File: src/rtl/kfps2kb_command_scheduler_if.sv
// Signal bundle between the command scheduler and its surroundings: host command
// port, LED-update port, PS/2 send/receive datapath and the scancode consumer.
interface kfps2kb_command_scheduler_if;
    logic       host_cmd_req;
    logic [7:0] host_cmd_data;
    logic       host_cmd_ack;
    logic       cmd_error;
    logic       led_update;
    logic [2:0] led_state;
    logic       tx_send_request;
    logic [7:0] tx_send_data;
    logic       tx_busy;
    logic       rx_valid;
    logic [7:0] rx_data;
    logic       scancode_valid;
    logic [7:0] scancode;
    logic       busy;

    // Environment side: requesters, send/receive blocks and scancode consumer.
    modport master (
        output host_cmd_req, host_cmd_data, led_update, led_state, tx_busy, rx_valid, rx_data,
        input  host_cmd_ack, cmd_error, tx_send_request, tx_send_data, scancode_valid, scancode, busy
    );

    // Scheduler side.
    modport slave (
        input  host_cmd_req, host_cmd_data, led_update, led_state, tx_busy, rx_valid, rx_data,
        output host_cmd_ack, cmd_error, tx_send_request, tx_send_data, scancode_valid, scancode, busy
    );
endinterface

File: src/rtl/kfps2kb_command_scheduler.sv
// Host-to-keyboard command scheduler: arbitrates host and LED requests, drives the
// PS/2 send block, waits for ACK and retries on RESEND or timeout.
module kfps2kb_command_scheduler #(
    parameter logic [19:0] ACK_TIMEOUT   = 20'd600000,
    parameter logic [15:0] START_TIMEOUT = 16'd1000,
    parameter logic [1:0]  MAX_RETRY     = 2'd3
) (
    input  logic clock,
    input  logic reset_n,
    kfps2kb_command_scheduler_if.slave bus
);
    localparam logic [7:0] KB_ACK    = 8'hFA;
    localparam logic [7:0] KB_RESEND = 8'hFE;
    localparam logic [7:0] KB_SETLED = 8'hED;

    typedef enum logic [2:0] {IDLE, ISSUE, WAIT_START, WAIT_TX, WAIT_ACK, DONE} state_e;
    typedef enum logic {OWNER_HOST, OWNER_LED} owner_e;

    state_e      state_q;
    owner_e      owner_q;
    logic        byte_idx_q;
    logic [1:0]  retry_cnt_q;
    logic [19:0] timer_q;
    logic        led_pending_q;
    logic [2:0]  led_reg_q;
    logic        tx_send_request_q;
    logic [7:0]  tx_send_data_q;
    logic        host_cmd_ack_q;
    logic        cmd_error_q;
    logic        scancode_valid_q;
    logic [7:0]  scancode_q;

    logic rx_ack, rx_resend, rx_consumed, start_expired, ack_expired, retry_now;

    assign rx_ack        = (state_q == WAIT_ACK) && bus.rx_valid && (bus.rx_data == KB_ACK);
    assign rx_resend     = (state_q == WAIT_ACK) && bus.rx_valid && (bus.rx_data == KB_RESEND);
    assign rx_consumed   = rx_ack || rx_resend;
    assign start_expired = timer_q >= ({4'd0, START_TIMEOUT} - 20'd1);
    assign ack_expired   = timer_q >= (ACK_TIMEOUT - 20'd1);
    // Any received byte outranks a timeout expiring in the same cycle.
    assign retry_now     = ((state_q == WAIT_START) && !bus.tx_busy && start_expired) ||
                           rx_resend ||
                           ((state_q == WAIT_ACK) && !bus.rx_valid && ack_expired);

    // NOTE: all state uses non-blocking assignments; a later assignment in this block
    // deliberately overrides an earlier one (retry path over the per-state step,
    // led_update over the IDLE clear of led_pending).
    always_ff @(posedge clock or negedge reset_n) begin
        if (!reset_n) begin
            state_q           <= IDLE;
            owner_q           <= OWNER_HOST;
            byte_idx_q        <= 1'b0;
            retry_cnt_q       <= 2'd0;
            timer_q           <= 20'd0;
            led_pending_q     <= 1'b0;
            led_reg_q         <= 3'd0;
            tx_send_request_q <= 1'b0;
            tx_send_data_q    <= 8'h00;
            host_cmd_ack_q    <= 1'b0;
            cmd_error_q       <= 1'b0;
            scancode_valid_q  <= 1'b0;
            scancode_q        <= 8'h00;
        end else begin
            tx_send_request_q <= 1'b0;
            host_cmd_ack_q    <= 1'b0;
            cmd_error_q       <= 1'b0;
            scancode_valid_q  <= 1'b0;

            unique case (state_q)
                IDLE: begin
                    if (bus.host_cmd_req) begin
                        owner_q           <= OWNER_HOST;
                        byte_idx_q        <= 1'b0;
                        retry_cnt_q       <= 2'd0;
                        tx_send_data_q    <= bus.host_cmd_data;
                        tx_send_request_q <= 1'b1;
                        state_q           <= ISSUE;
                    end else if (led_pending_q) begin
                        owner_q           <= OWNER_LED;
                        led_pending_q     <= 1'b0;
                        byte_idx_q        <= 1'b0;
                        retry_cnt_q       <= 2'd0;
                        tx_send_data_q    <= KB_SETLED;
                        tx_send_request_q <= 1'b1;
                        state_q           <= ISSUE;
                    end
                end
                ISSUE: begin
                    timer_q <= 20'd0;
                    state_q <= WAIT_START;
                end
                WAIT_START: begin
                    if (bus.tx_busy) state_q <= WAIT_TX;
                    else             timer_q <= timer_q + 20'd1;
                end
                WAIT_TX: begin
                    if (!bus.tx_busy) begin
                        timer_q <= 20'd0;
                        state_q <= WAIT_ACK;
                    end
                end
                WAIT_ACK: begin
                    if (rx_ack) begin
                        if (owner_q == OWNER_LED && !byte_idx_q) begin
                            byte_idx_q        <= 1'b1;
                            tx_send_data_q    <= {5'b0, led_reg_q};
                            retry_cnt_q       <= 2'd0;
                            tx_send_request_q <= 1'b1;
                            state_q           <= ISSUE;
                        end else begin
                            host_cmd_ack_q <= (owner_q == OWNER_HOST);
                            state_q        <= DONE;
                        end
                    end else begin
                        timer_q <= timer_q + 20'd1;
                    end
                end
                DONE: state_q <= IDLE;
                default: state_q <= IDLE;
            endcase

            if (retry_now) begin
                if (retry_cnt_q < MAX_RETRY) begin
                    retry_cnt_q       <= retry_cnt_q + 2'd1;
                    tx_send_request_q <= 1'b1;
                    state_q           <= ISSUE;
                end else begin
                    host_cmd_ack_q <= (owner_q == OWNER_HOST);
                    cmd_error_q    <= 1'b1;
                    state_q        <= DONE;
                end
            end

            if (bus.led_update) begin
                led_pending_q <= 1'b1;
                led_reg_q     <= bus.led_state;
            end

            if (bus.rx_valid && !rx_consumed) begin
                scancode_valid_q <= 1'b1;
                scancode_q       <= bus.rx_data;
            end
        end
    end

    assign bus.tx_send_request = tx_send_request_q;
    assign bus.tx_send_data    = tx_send_data_q;
    assign bus.host_cmd_ack    = host_cmd_ack_q;
    assign bus.cmd_error       = cmd_error_q;
    assign bus.scancode_valid  = scancode_valid_q;
    assign bus.scancode        = scancode_q;
    assign bus.busy            = (state_q != IDLE);
endmodule

File: src/flat_wrapper.sv
// flat-port wrapper written by rule: the top's interface ports become plain ports
module kfps2kb_command_scheduler_flat 
#(
    parameter logic [19:0] ACK_TIMEOUT   = 20'd600000,
    parameter logic [15:0] START_TIMEOUT = 16'd1000,
    parameter logic [1:0]  MAX_RETRY     = 2'd3
)
  (clock, reset_n, bus_host_cmd_req, bus_host_cmd_data, bus_led_update, bus_led_state, bus_tx_busy, bus_rx_valid, bus_rx_data, bus_host_cmd_ack, bus_cmd_error, bus_tx_send_request, bus_tx_send_data, bus_scancode_valid, bus_scancode, bus_busy);
  kfps2kb_command_scheduler_if bus_i ();
  input  logic clock;
  input  logic reset_n;
  input wire logic [$bits(bus_i.host_cmd_req)-1:0] bus_host_cmd_req;
  input wire logic [$bits(bus_i.host_cmd_data)-1:0] bus_host_cmd_data;
  input wire logic [$bits(bus_i.led_update)-1:0] bus_led_update;
  input wire logic [$bits(bus_i.led_state)-1:0] bus_led_state;
  input wire logic [$bits(bus_i.tx_busy)-1:0] bus_tx_busy;
  input wire logic [$bits(bus_i.rx_valid)-1:0] bus_rx_valid;
  input wire logic [$bits(bus_i.rx_data)-1:0] bus_rx_data;
  output wire logic [$bits(bus_i.host_cmd_ack)-1:0] bus_host_cmd_ack;
  output wire logic [$bits(bus_i.cmd_error)-1:0] bus_cmd_error;
  output wire logic [$bits(bus_i.tx_send_request)-1:0] bus_tx_send_request;
  output wire logic [$bits(bus_i.tx_send_data)-1:0] bus_tx_send_data;
  output wire logic [$bits(bus_i.scancode_valid)-1:0] bus_scancode_valid;
  output wire logic [$bits(bus_i.scancode)-1:0] bus_scancode;
  output wire logic [$bits(bus_i.busy)-1:0] bus_busy;
  assign bus_i.host_cmd_req = bus_host_cmd_req;
  assign bus_i.host_cmd_data = bus_host_cmd_data;
  assign bus_i.led_update = bus_led_update;
  assign bus_i.led_state = bus_led_state;
  assign bus_i.tx_busy = bus_tx_busy;
  assign bus_i.rx_valid = bus_rx_valid;
  assign bus_i.rx_data = bus_rx_data;
  assign bus_host_cmd_ack = bus_i.host_cmd_ack;
  assign bus_cmd_error = bus_i.cmd_error;
  assign bus_tx_send_request = bus_i.tx_send_request;
  assign bus_tx_send_data = bus_i.tx_send_data;
  assign bus_scancode_valid = bus_i.scancode_valid;
  assign bus_scancode = bus_i.scancode;
  assign bus_busy = bus_i.busy;
  kfps2kb_command_scheduler #(.ACK_TIMEOUT(ACK_TIMEOUT), .START_TIMEOUT(START_TIMEOUT), .MAX_RETRY(MAX_RETRY)) u_core (.clock(clock), .reset_n(reset_n), .bus(bus_i));
endmodule
File: config.mk
export PLATFORM = sky130hd
export DESIGN_NAME = kfps2kb_command_scheduler_flat
export DESIGN_NICKNAME = d
export VERILOG_FILES = /design/src/rtl/kfps2kb_command_scheduler_if.sv /design/src/rtl/kfps2kb_command_scheduler.sv /design/src/flat_wrapper.sv
export SDC_FILE = /design/constraint.sdc
export NUM_CORES = 1
export LEC_CHECK = 0
export ABC_AREA = 1
export BUFFER_PORTS_ARGS = -buffer_cell sky130_fd_sc_hd__buf_4
export CORE_MARGIN = 2
export CORE_UTILIZATION = 47
export DETAILED_ROUTE_END_ITERATION = 10
export GPL_TIMING_DRIVEN = 0
export PLACE_DENSITY_LB_ADDON = 0.12
export SYNTH_ARGS = -nofsm -noshare
export SYNTH_HDL_FRONTEND = slang
export SYNTH_SLANG_ARGS = --single-unit
File: constraint.sdc
create_clock -name clock -period 2.1 [get_ports clock]
set_input_delay 0.42 -clock clock [delete_from_list [all_inputs] [get_ports clock]]
set_output_delay 0.42 -clock clock [all_outputs]
set_load 0.01 [all_outputs]
=== After elaboration in Yosys (flattened, before gate mapping) ===
Index checks and enable logic that the tools add are counted.

* Add/sub/neg operators: 2
* Mux-type cells: 50
* Order comparisons: 3
* Reductions and logical operators: 27
* Eq/ne operators: 17
* Bitwise logic cells: 1

{| class="wikitable"
|+ Operators with widths
! kind !! count
|-
| $pmux W20 S4 || 1
|-
| $mux W20 || 3
|-
| $mux W8 || 4
|-
| $mux W3 || 8
|-
| $mux W1 || 23
|-
| $add A20 B1 Y20 const B || 1
|-
| $ge A20 B10 Y1 const B || 1
|-
| $ge A20 B20 Y1 const B || 1
|-
| $eq A8 B8 Y1 const B || 2
|-
| $pmux W8 S2 || 1
|-
| $pmux W3 S5 || 1
|-
| $mux W2 || 6
|-
| $reduce_and A4 Y1 || 3
|-
| $logic_and A1 B1 Y1 || 9
|-
| $ne A3 B2 Y1 const B || 3
|-
| $ne A2 B2 Y1 const B || 4
|-
| $eq A3 B2 Y1 const B || 2
|-
| $reduce_bool A2 Y1 || 3
|-
| $logic_not A1 Y1 || 4
|-
| $ne A2 B1 Y1 const B || 2
|-
| $ne A4 B2 Y1 const B || 1
|-
| $pmux W1 S2 || 2
|-
| $pmux W2 S2 || 1
|-
| $reduce_and A2 Y1 || 2
|-
| other kinds (10) || 12
|}

* Register bits after elaboration: 51
* Word-level logic and storage cells: 113
* Input port bits: 25
* Output and inout port bits: 21

=== Longest topological paths before layout ===
Gate-level depths: netlist (run 1).

* Word-level depth: 7
* Mapped depth: 11
* Gate-level depth less buffers: 11

=== Worst setup path after synthesis (run 1) ===
No wires, ideal clock.

* Path type: register to register
* From: register u_core.timer_q[0]
* To: register u_core.state_q[2]
* Period minus slack after synthesis: 1.553 ns
* Path slack: 0.547 ns
* Library setup time: 0.113 ns
* Arrival: 1.440 ns
* Cell stages (with the launch flop): 11
* Path buffers: 0
* Data required time: 1.987 ns
* Path through: dfrtp_1 -> ha_1 -> nand3_1 -> nor2_1 -> nand3_1 -> nand3_1 -> nand2_1 -> nand2_2 -> nand2_1 -> nand2_1 -> inv_1

* Longest elaborated chain between the ends: 6
* Elaborated cells between the ends (all ways): 12
* Those cells by class: order compare: 2; eq/ne: 4; mux: 1; reduce/logical: 5

{| class="wikitable"
|+ RTL lines
! element !! line !! text
|-
| start: declaration || kfps2kb_command_scheduler.sv:23 || <nowiki>logic [19:0] timer_q;</nowiki>
|-
| start signal: assignment || kfps2kb_command_scheduler.sv:94 || <nowiki>else timer_q <= timer_q + 20'd1;</nowiki>
|-
| start signal: assignment || kfps2kb_command_scheduler.sv:115 || <nowiki>timer_q <= timer_q + 20'd1;</nowiki>
|-
| $ge A20 B10 Y1 || kfps2kb_command_scheduler.sv:38 || <nowiki>assign start_expired = timer_q >= ({4'd0, START_TIMEOUT} - 20'd1);</nowiki>
|-
| $logic_and A1 B1 Y1 || kfps2kb_command_scheduler.sv:41 || <nowiki>assign retry_now = ((state_q == WAIT_START) && !bus.tx_busy && start_expired) ||</nowiki>
|-
| $logic_or A1 B1 Y1 || kfps2kb_command_scheduler.sv:41 ||
|-
| $logic_or A1 B1 Y1 (*) || kfps2kb_command_scheduler.sv:42 || <nowiki>rx_resend ||</nowiki>
|-
| $ne A4 B2 Y1 (no line) (tied with other cells) || n/a ||
|-
| $reduce_and A4 Y1 (no line) || n/a ||
|-
| end signal: assignment || kfps2kb_command_scheduler.sv:50 || <nowiki>state_q <= IDLE;</nowiki>
|-
| end signal: assignment || kfps2kb_command_scheduler.sv:77 || <nowiki>state_q <= ISSUE;</nowiki>
|-
| end signal: assignment || kfps2kb_command_scheduler.sv:85 || <nowiki>state_q <= ISSUE;</nowiki>
|-
| end: declaration || kfps2kb_command_scheduler.sv:19 || <nowiki>state_e state_q;</nowiki>
|}

Mark *: on every way between the ends. The rest lies on a longest branch, timed or not.
A chain may end at the register's enable or synchronous reset.

=== Worst setup path in the final report (run 1) ===
Same ends and word-level chain as after synthesis.

==> results_dict.tcl, run 1 <==
set metrics [dict create \
    rsz0062_at_grt "false" \
    cts_tree "yes" \
    tightest_slew_ns 0.6448 \
    status "complete, no violations" \
    numCtsBuffers 5 \
    p_leak_nw 1.699 \
    cp_top_family "simple AND/OR/NAND/NOR gates" \
    power.share.combinational 0.416 \
    cap_violations 0 \
    grt_max_degree 52 \
    fin_nets 484 \
    finClkSkew_ns 0.008492 \
    path_class "reg2reg" \
    io_buffers 45 \
    drt_iter0_drc 319 \
    clockBufferDepth 2 \
    grt_overflow 0 \
    slowest_stage "dfrtp_1" \
    cp_num_buf_inv 1 \
    fp.dieW_um 83.00 \
    grt_pass1_vias 2631 \
    antenna_found_initial 0 \
    p_int_mw 2.182 \
    p_seq_frac 0.356 \
    post-dp-hpwl_mm 5.198 \
    worstSetupStartpointType "register" \
    layout_min_cycle_time_ns 1.929 \
    yosysUniqueCellTypes 30 \
    initial_core_util 0.4896 \
    setup_viol 0 \
    die_h_um 83.00 \
    hold_path.class "in2async" \
    track_usage 0.2149 \
    final-hold-violation-count 0 \
    worstPathArrival_ns 2.14 \
    ios 46 \
    syn_nets 432 \
    slowest_delay_ns 0.47 \
    switching_share 0.3865 \
    synth_seq_area_share 0.4352 \
    drive_gt1_frac 0.1769 \
    grt_pass1_wl_mm 12.24 \
    dieArea_mm2 0.006888 \
    wire_per_inst_um 13.23 \
    syn-cell-area_mm2 0.002933 \
    syn_inst 405 \
    clock_insertion_delay_worst_skew_ns 0.31 \
    clk_pin_slew_worst_paths_ns 0.10 \
    via_per_inst 5.285 \
    gp_congestion 0.8882 \
    synthToLayoutAreaGrowth_pct 19.33 \
    synth.avg_cell_area_um2 7.242 \
    crit_fanout 7 \
    max_slew_margin 0.5701 \
    power_density_mw_per_mm2 1016 \
    tns_ns 0 \
    drv_slew 0 \
    h-tree-depth 2 \
    cp.depth 10 \
    clkSinkCount 51 \
    max-vdd-ir-drop_uv 604.9 \
    p_sw_mw 1.374 \
    worstPathRequired_ns 2.31 \
    r2r.worst_path.cells 10 \
    num_antenna_cells 0 \
    power_frac_clock 0.228 \
    ant_nets 0 \
    period_share 0.9184 \
    drcViolationCount 0 \
    fmax_mhz 518.5 \
    vias 2817 \
    end_kind "register" \
    yosys_warnings 0 \
    core_mm2 0.005991 \
    fp-row-count 28 \
    worstPathCellList "ha_2, nand3_1, nor2_1, nand3_1, nand3_1, nand2_1, nand2_2, nand2_1, nand2_1, inv_1" \
    nFillCells 572 \
    ys_ff_latch 51 \
    clockRootBuffer "clkbuf_8" \
    post-route-util 0.5842 \
    dr.pass1.iters 5 \
    wirelength_mm 7.049 \
]
synth_stat cells:
library cell	number	area (um^2)
dfrtp_1	51	1276
clkinv_2	1	5.000
o21ai_0	26	130.1
a21oi_1	8	40.04
o21ai_1	9	45.04
ha_1	2	25.02
inv_1	47	176.4
nor2_8	1	20.02
xor2_1	1	8.760
nand2_4	2	22.52
a21oi_2	1	8.760
o21bai_1	1	7.510
nor2_4	2	22.52
nor3_1	6	30.03
nor3_2	1	10.01
clkbuf_2	1	5.000
inv_2	3	11.26
buf_4	2	15.01
nand3_1	33	165.2
nor2_2	1	6.260
buf_6	2	22.52
clkbuf_4	1	7.510
a31oi_1	3	18.77
nand2_2	3	18.77
nand4_1	20	125.1
a21boi_1	1	7.510
buf_8	1	15.01
o21ai_2	6	52.55
nor2_1	47	176.4
nand2_1	122	457.9
per-layer routing:
layer,share of wire,wire (um),GRT usage,vias to the layer above
met5,0,0,0,-
met4,0.0078,55,0.05514,0
met3,0.079,557,0.04871,6
met2,0.43,3042,0.3196,113
met1,0.48,3394,0.3175,1286
li1,-,-,-,1412
per-stage QoR:
| stage | hold slack [ns] | area (um^2) | instances | total power [mW] | setup WS [ns] |
|---|---|---|---|---|---|
| 4_1_cts | 0.1616 | 3497 | 533 | 3.587 | 0.1054 |
| 3_5_place_dp | 0.4589 | 3364 | 525 | 2.766 | 0.1237 |
| 3_3_place_gp | 0.4582 | 3364 | 525 | 2.751 | 0.1490 |
| 5_1_grt | 0.1842 | 3500 | 533 | 3.813 | 0.008252 |
| 2_1_floorplan | 0.1244 | 2933 | 405 | 2.261 | 0.5469 |
| 6_report | 0.1194 | 3500 | 533 | 3.556 | 0.1713 |
final cells by class:
type	count	area, um^2	share of cell area
Sequential cell	51	1276	0.3647
Multi-Input combinational cell	296	1401	0.4004
Timing Repair Buffer	45	337.8	0.09653
Inverter	51	192.7	0.05506
Clock inverter	2	60.06	0.01716
Tap cell	75	93.84	0.02681
Buffer	7	65.06	0.01859
Clock buffer	6	72.57	0.02074
placed cells by master, fill, tap and decap left out, drive strengths merged:
cell type / synthesis / routed
nand2: 127 / 127
dfrtp: 51 / 51
nor2: 51 / 51
inv: 50 / 50
buf: 5 / 50
o21ai: 41 / 41
nand3: 33 / 33
nand4: 20 / 20
a21oi: 9 / 9
clkbuf: 2 / 8
nor3: 7 / 7
a31oi: 3 / 3
bufinv: 0 / 2
ha: 2 / 2
clkinv: 1 / 1
xor2: 1 / 1
o21bai: 1 / 1
a21boi: 1 / 1
final timing paths:
check                               startpoint             endpoint  slack [ns]
setup / recovery             u_core.timer_q[0]    u_core.state_q[2]        0.17
hold / removal                         reset_n   u_core.timer_q[18]        0.12
setup reg to reg             u_core.timer_q[0]    u_core.state_q[2]        0.17
hold reg to reg            u_core.led_reg_q[2]  u_core.led_reg_q[2]        0.49
max in group asynchronous              reset_n    u_core.timer_q[8]        1.54
min in group clock            bus_led_state[1]  u_core.led_reg_q[1]        0.31
flip-flops by register name (all words and copies together) (netlist names):
signal and flops:
u_core.led_reg_q 3, u_core.led_pending_q 1, u_core.bus.tx_send_data 8, u_core.bus.scancode_valid 1
u_core.bus.tx_send_request 1, u_core.bus.host_cmd_ack 1, u_core.timer_q 20, u_core.state_q 3
u_core.byte_idx_q 1, u_core.owner_q 1, u_core.retry_cnt_q 2, u_core.bus.cmd_error 1
u_core.bus.scancode 8
repair_timing:
| action | in CTS | in global routing |
|---|---|---|
| resized for setup | 0 | 1 |
| setup endpoints to repair | 0 | 3 |
| setup buffers | 0 | 0 |
| hold buffers | 0 | 0 |
power by group through the flow:
stage | logic (mW) | registers [mW] | clock network (mW)
4_1_cts | 1.49 | 1.26 | 0.832
3_5_place_dp | 1.49 | 1.28 | 0
6_report | 1.48 | 1.27 | 0.812
3_3_place_gp | 1.47 | 1.28 | 0
5_1_grt | 1.65 | 1.29 | 0.873
2_1_floorplan | 0.952 | 1.31 | 0
cell families (layout without fill, tap and decap cells):
group / after synthesis / count (layout) / synth area share
AND/OR/NAND/NOR: 238 / 238 / 0.3596
buffers and inverters: 58 / 111 / 0.08788
AO/OA/AOI/OAI: 55 / 55 / 0.1058
flip-flops: 51 / 51 / 0.4352
adder cells (fa/ha/maj): 2 / 2 / 0.008531
XOR/XNOR: 1 / 1 / 0.002987
(Power assumes the default switching activity.)
==> run 2: changes to the inputs <==
--- a/config.mk
+++ b/config.mk
@@ -6,12 +6,13 @@
 export NUM_CORES = 1
 export LEC_CHECK = 0
 export ABC_AREA = 1
-export BUFFER_PORTS_ARGS = -buffer_cell sky130_fd_sc_hd__buf_4
 export CORE_MARGIN = 2
-export CORE_UTILIZATION = 47
+export CORE_UTILIZATION = 62
 export DETAILED_ROUTE_END_ITERATION = 10
+export DONT_BUFFER_PORTS = 1
 export GPL_TIMING_DRIVEN = 0
 export PLACE_DENSITY_LB_ADDON = 0.12
+export SETUP_SLACK_MARGIN = 0.05
 export SYNTH_ARGS = -nofsm -noshare
 export SYNTH_HDL_FRONTEND = slang
 export SYNTH_SLANG_ARGS = --single-unit
==> run 2 against run 1 <==
- first-iteration DRC count shrank 32%
- clock power shrank 26%
- non-clock buffer count shrank 43
- final cell count shrank 12%
- total power shrank 11%
- utilization grew 9.4 points
- maximum frequency grew 7.9%
- register-to-register slack gained 0.14 ns
- sequential power grew 5%
- critical path type unchanged
- largest cell class unchanged
==> results_dict.tcl, run 2 (same netlist as run 1, synthesis figures left out) <==
set metrics [dict create \
    fmax_mhz 559.4 \
    numCtsBuffers 5 \
    drive_gt1_frac 0.09398 \
    core_mm2 0.004629 \
    fp-row-count 25 \
    status "complete, no violations" \
    cts_setup_buffers 0 \
    largest-register "u_core.timer_q" \
    grt_pass1_vias 2422 \
    max-vdd-ir-drop_uv 645.6 \
    use_met1 0.3654 \
    clockRootBuffer "clkbuf_8" \
    wire_per_inst_um 14.23 \
    worstPathRequired_ns 2.30 \
    initial_core_util 0.6335 \
    fin_nets 441 \
    dieArea_mm2 0.005296 \
    die_h_um 72.78 \
    max_slew_margin 0.6908 \
    tns_ns 0 \
    hold_path.class "in2reg" \
    layout_min_cycle_time_ns 1.788 \
    track_usage 0.2593 \
    period_share 0.8512 \
    grt_overflow 0 \
    vias 2675 \
    worstPathArrival_ns 1.99 \
    gp_congestion 0.9538 \
    clk_pin_slew_worst_paths_ns 0.10 \
    cp_top_family "simple AND/OR/NAND/NOR gates" \
    layout_common_cells "122 x nand2_1, 51 x dfrtp_1, 47 x inv_1" \
    wirelength_mm 6.676 \
    post-dp-hpwl_mm 4.972 \
    dr.pass1.iters 5 \
    slowest_delay_ns 0.45 \
    antenna_found_initial 0 \
    finClkSkew_ns 0.01199 \
    num_antenna_cells 0 \
    cp_num_buf_inv 1 \
    drt_iter0_drc 216 \
    rsz0062_at_grt "false" \
    via_per_inst 5.704 \
    h-tree-depth 2 \
    end_kind "register" \
    final-hold-violation-count 0 \
    setup_viol 0 \
    drcViolationCount 0 \
    tightest_slew_ns 0.4637 \
    place_area_mm2 0.003000 \
    largest_reg_flops 20 \
    crit_fanout 7 \
    grt_pass1_wl_mm 10.84 \
    slowest_stage "dfrtp_1" \
    final_common_cell "nand2_1" \
    fp.dieW_um 72.78 \
    ant_nets 0 \
    drv_slew 0 \
    power_density_mw_per_mm2 1009 \
    clkSinkCount 51 \
    grt.busiest_layer "met2" \
    worstSetupStartpointType "register" \
    grtUsageMet3 0.05110 \
    clock_insertion_delay_worst_skew_ns 0.31 \
    grt_max_degree 52 \
    nFillCells 397 \
    path_class "reg2reg" \
    synthToLayoutAreaGrowth_pct 7.124 \
    io_buffers 0 \
    finalInstanceArea_mm2 0.003142 \
    grtUsageMet2 0.4091 \
    ios 46 \
    cap_violations 0 \
    p_leak_nw 1.479 \
    worstPathCellList "ha_2, nand3_1, nor2_2, nand3_1, nand3_1, nand2_1, nand2_2, nand2_1, nand2_1, inv_1" \
    clockBufferDepth 2 \
    cts_tree "yes" \
]
[run 2: worst register-to-register path: stages (launching register included)]
cell and delay (ns):
dfrtp_1 0.45, ha_2 0.30, nand3_1 0.14, nor2_2 0.18, nand3_1 0.10, nand3_1 0.09, nand2_1 0.10, nand2_2 0.14
nand2_1 0.09, nand2_1 0.06, inv_1 0.04
[run 2: timing repair]
item / CTS / global route
endpoints found under the setup margin: 0 / 5
endpoints found under the hold margin: 51 / 0
gates resized for setup: 0 / 2
hold buffers: 2 / 0
[run 2: routing by layer]
metal  up-vias  part of all wire
met5         -                 0
met3         7             0.077
met1      1232              0.45
met4         0            0.0096
met2       113              0.46
li1       1323                 -
[run 2: metrics by stage]
stage / instances / hold slack (ns) / worst slack [ns] / power (mW) / util
2_1_floorplan: 405 / 0.1244 / 0.5469 / 2.261 / -
3_3_place_gp: 459 / 0.1257 / 0.2258 / 2.516 / 0.6481
3_5_place_dp: 459 / 0.1257 / 0.2039 / 2.559 / 0.6481
4_1_cts: 469 / 0.2120 / 0.1833 / 3.176 / 0.6776
5_1_grt: 469 / 0.2173 / 0.1154 / 3.369 / 0.6786
6_report: 469 / 0.2101 / 0.3124 / 3.172 / 0.6786
[run 2: layout make-up]
cell class	count	area, um^2	share of cell area
well taps	54	67.56	0.02151
clock buffers	6	82.58	0.02628
clock inverters	2	16.27	0.005177
plain buffers	7	65.06	0.02071
flip-flops and latches	51	1276	0.4062
multi-input cells	296	1404	0.4468
repair buffers	2	37.54	0.01195
inverters	51	192.7	0.06133
[run 2: where the power goes]
| part | switching, mW | total (mW) | internal, mW |
|---|---|---|---|
| registers | 0.179 | 1.33 | 1.15 |
| clock network | 0.332 | 0.602 | 0.269 |
| logic | 0.833 | 1.24 | 0.412 |
| total | 1.34 | 3.17 | 1.83 |
[run 2: final timing paths]
path                                     endpoint                start  slack, ns  cells after the start
setup reg to reg                u_core.state_q[2]    u_core.timer_q[0]       0.31                     10
max in group asynchronous       u_core.state_q[0]              reset_n       1.25                      2
min in group asynchronous      u_core.timer_q[18]              reset_n       0.63                      2
hold reg to reg               u_core.led_reg_q[0]  u_core.led_reg_q[0]       0.50                      2
setup / recovery                u_core.state_q[2]    u_core.timer_q[0]       0.31                     10
hold / removal             u_core.bus.scancode[5]       bus_rx_data[5]       0.21                      2
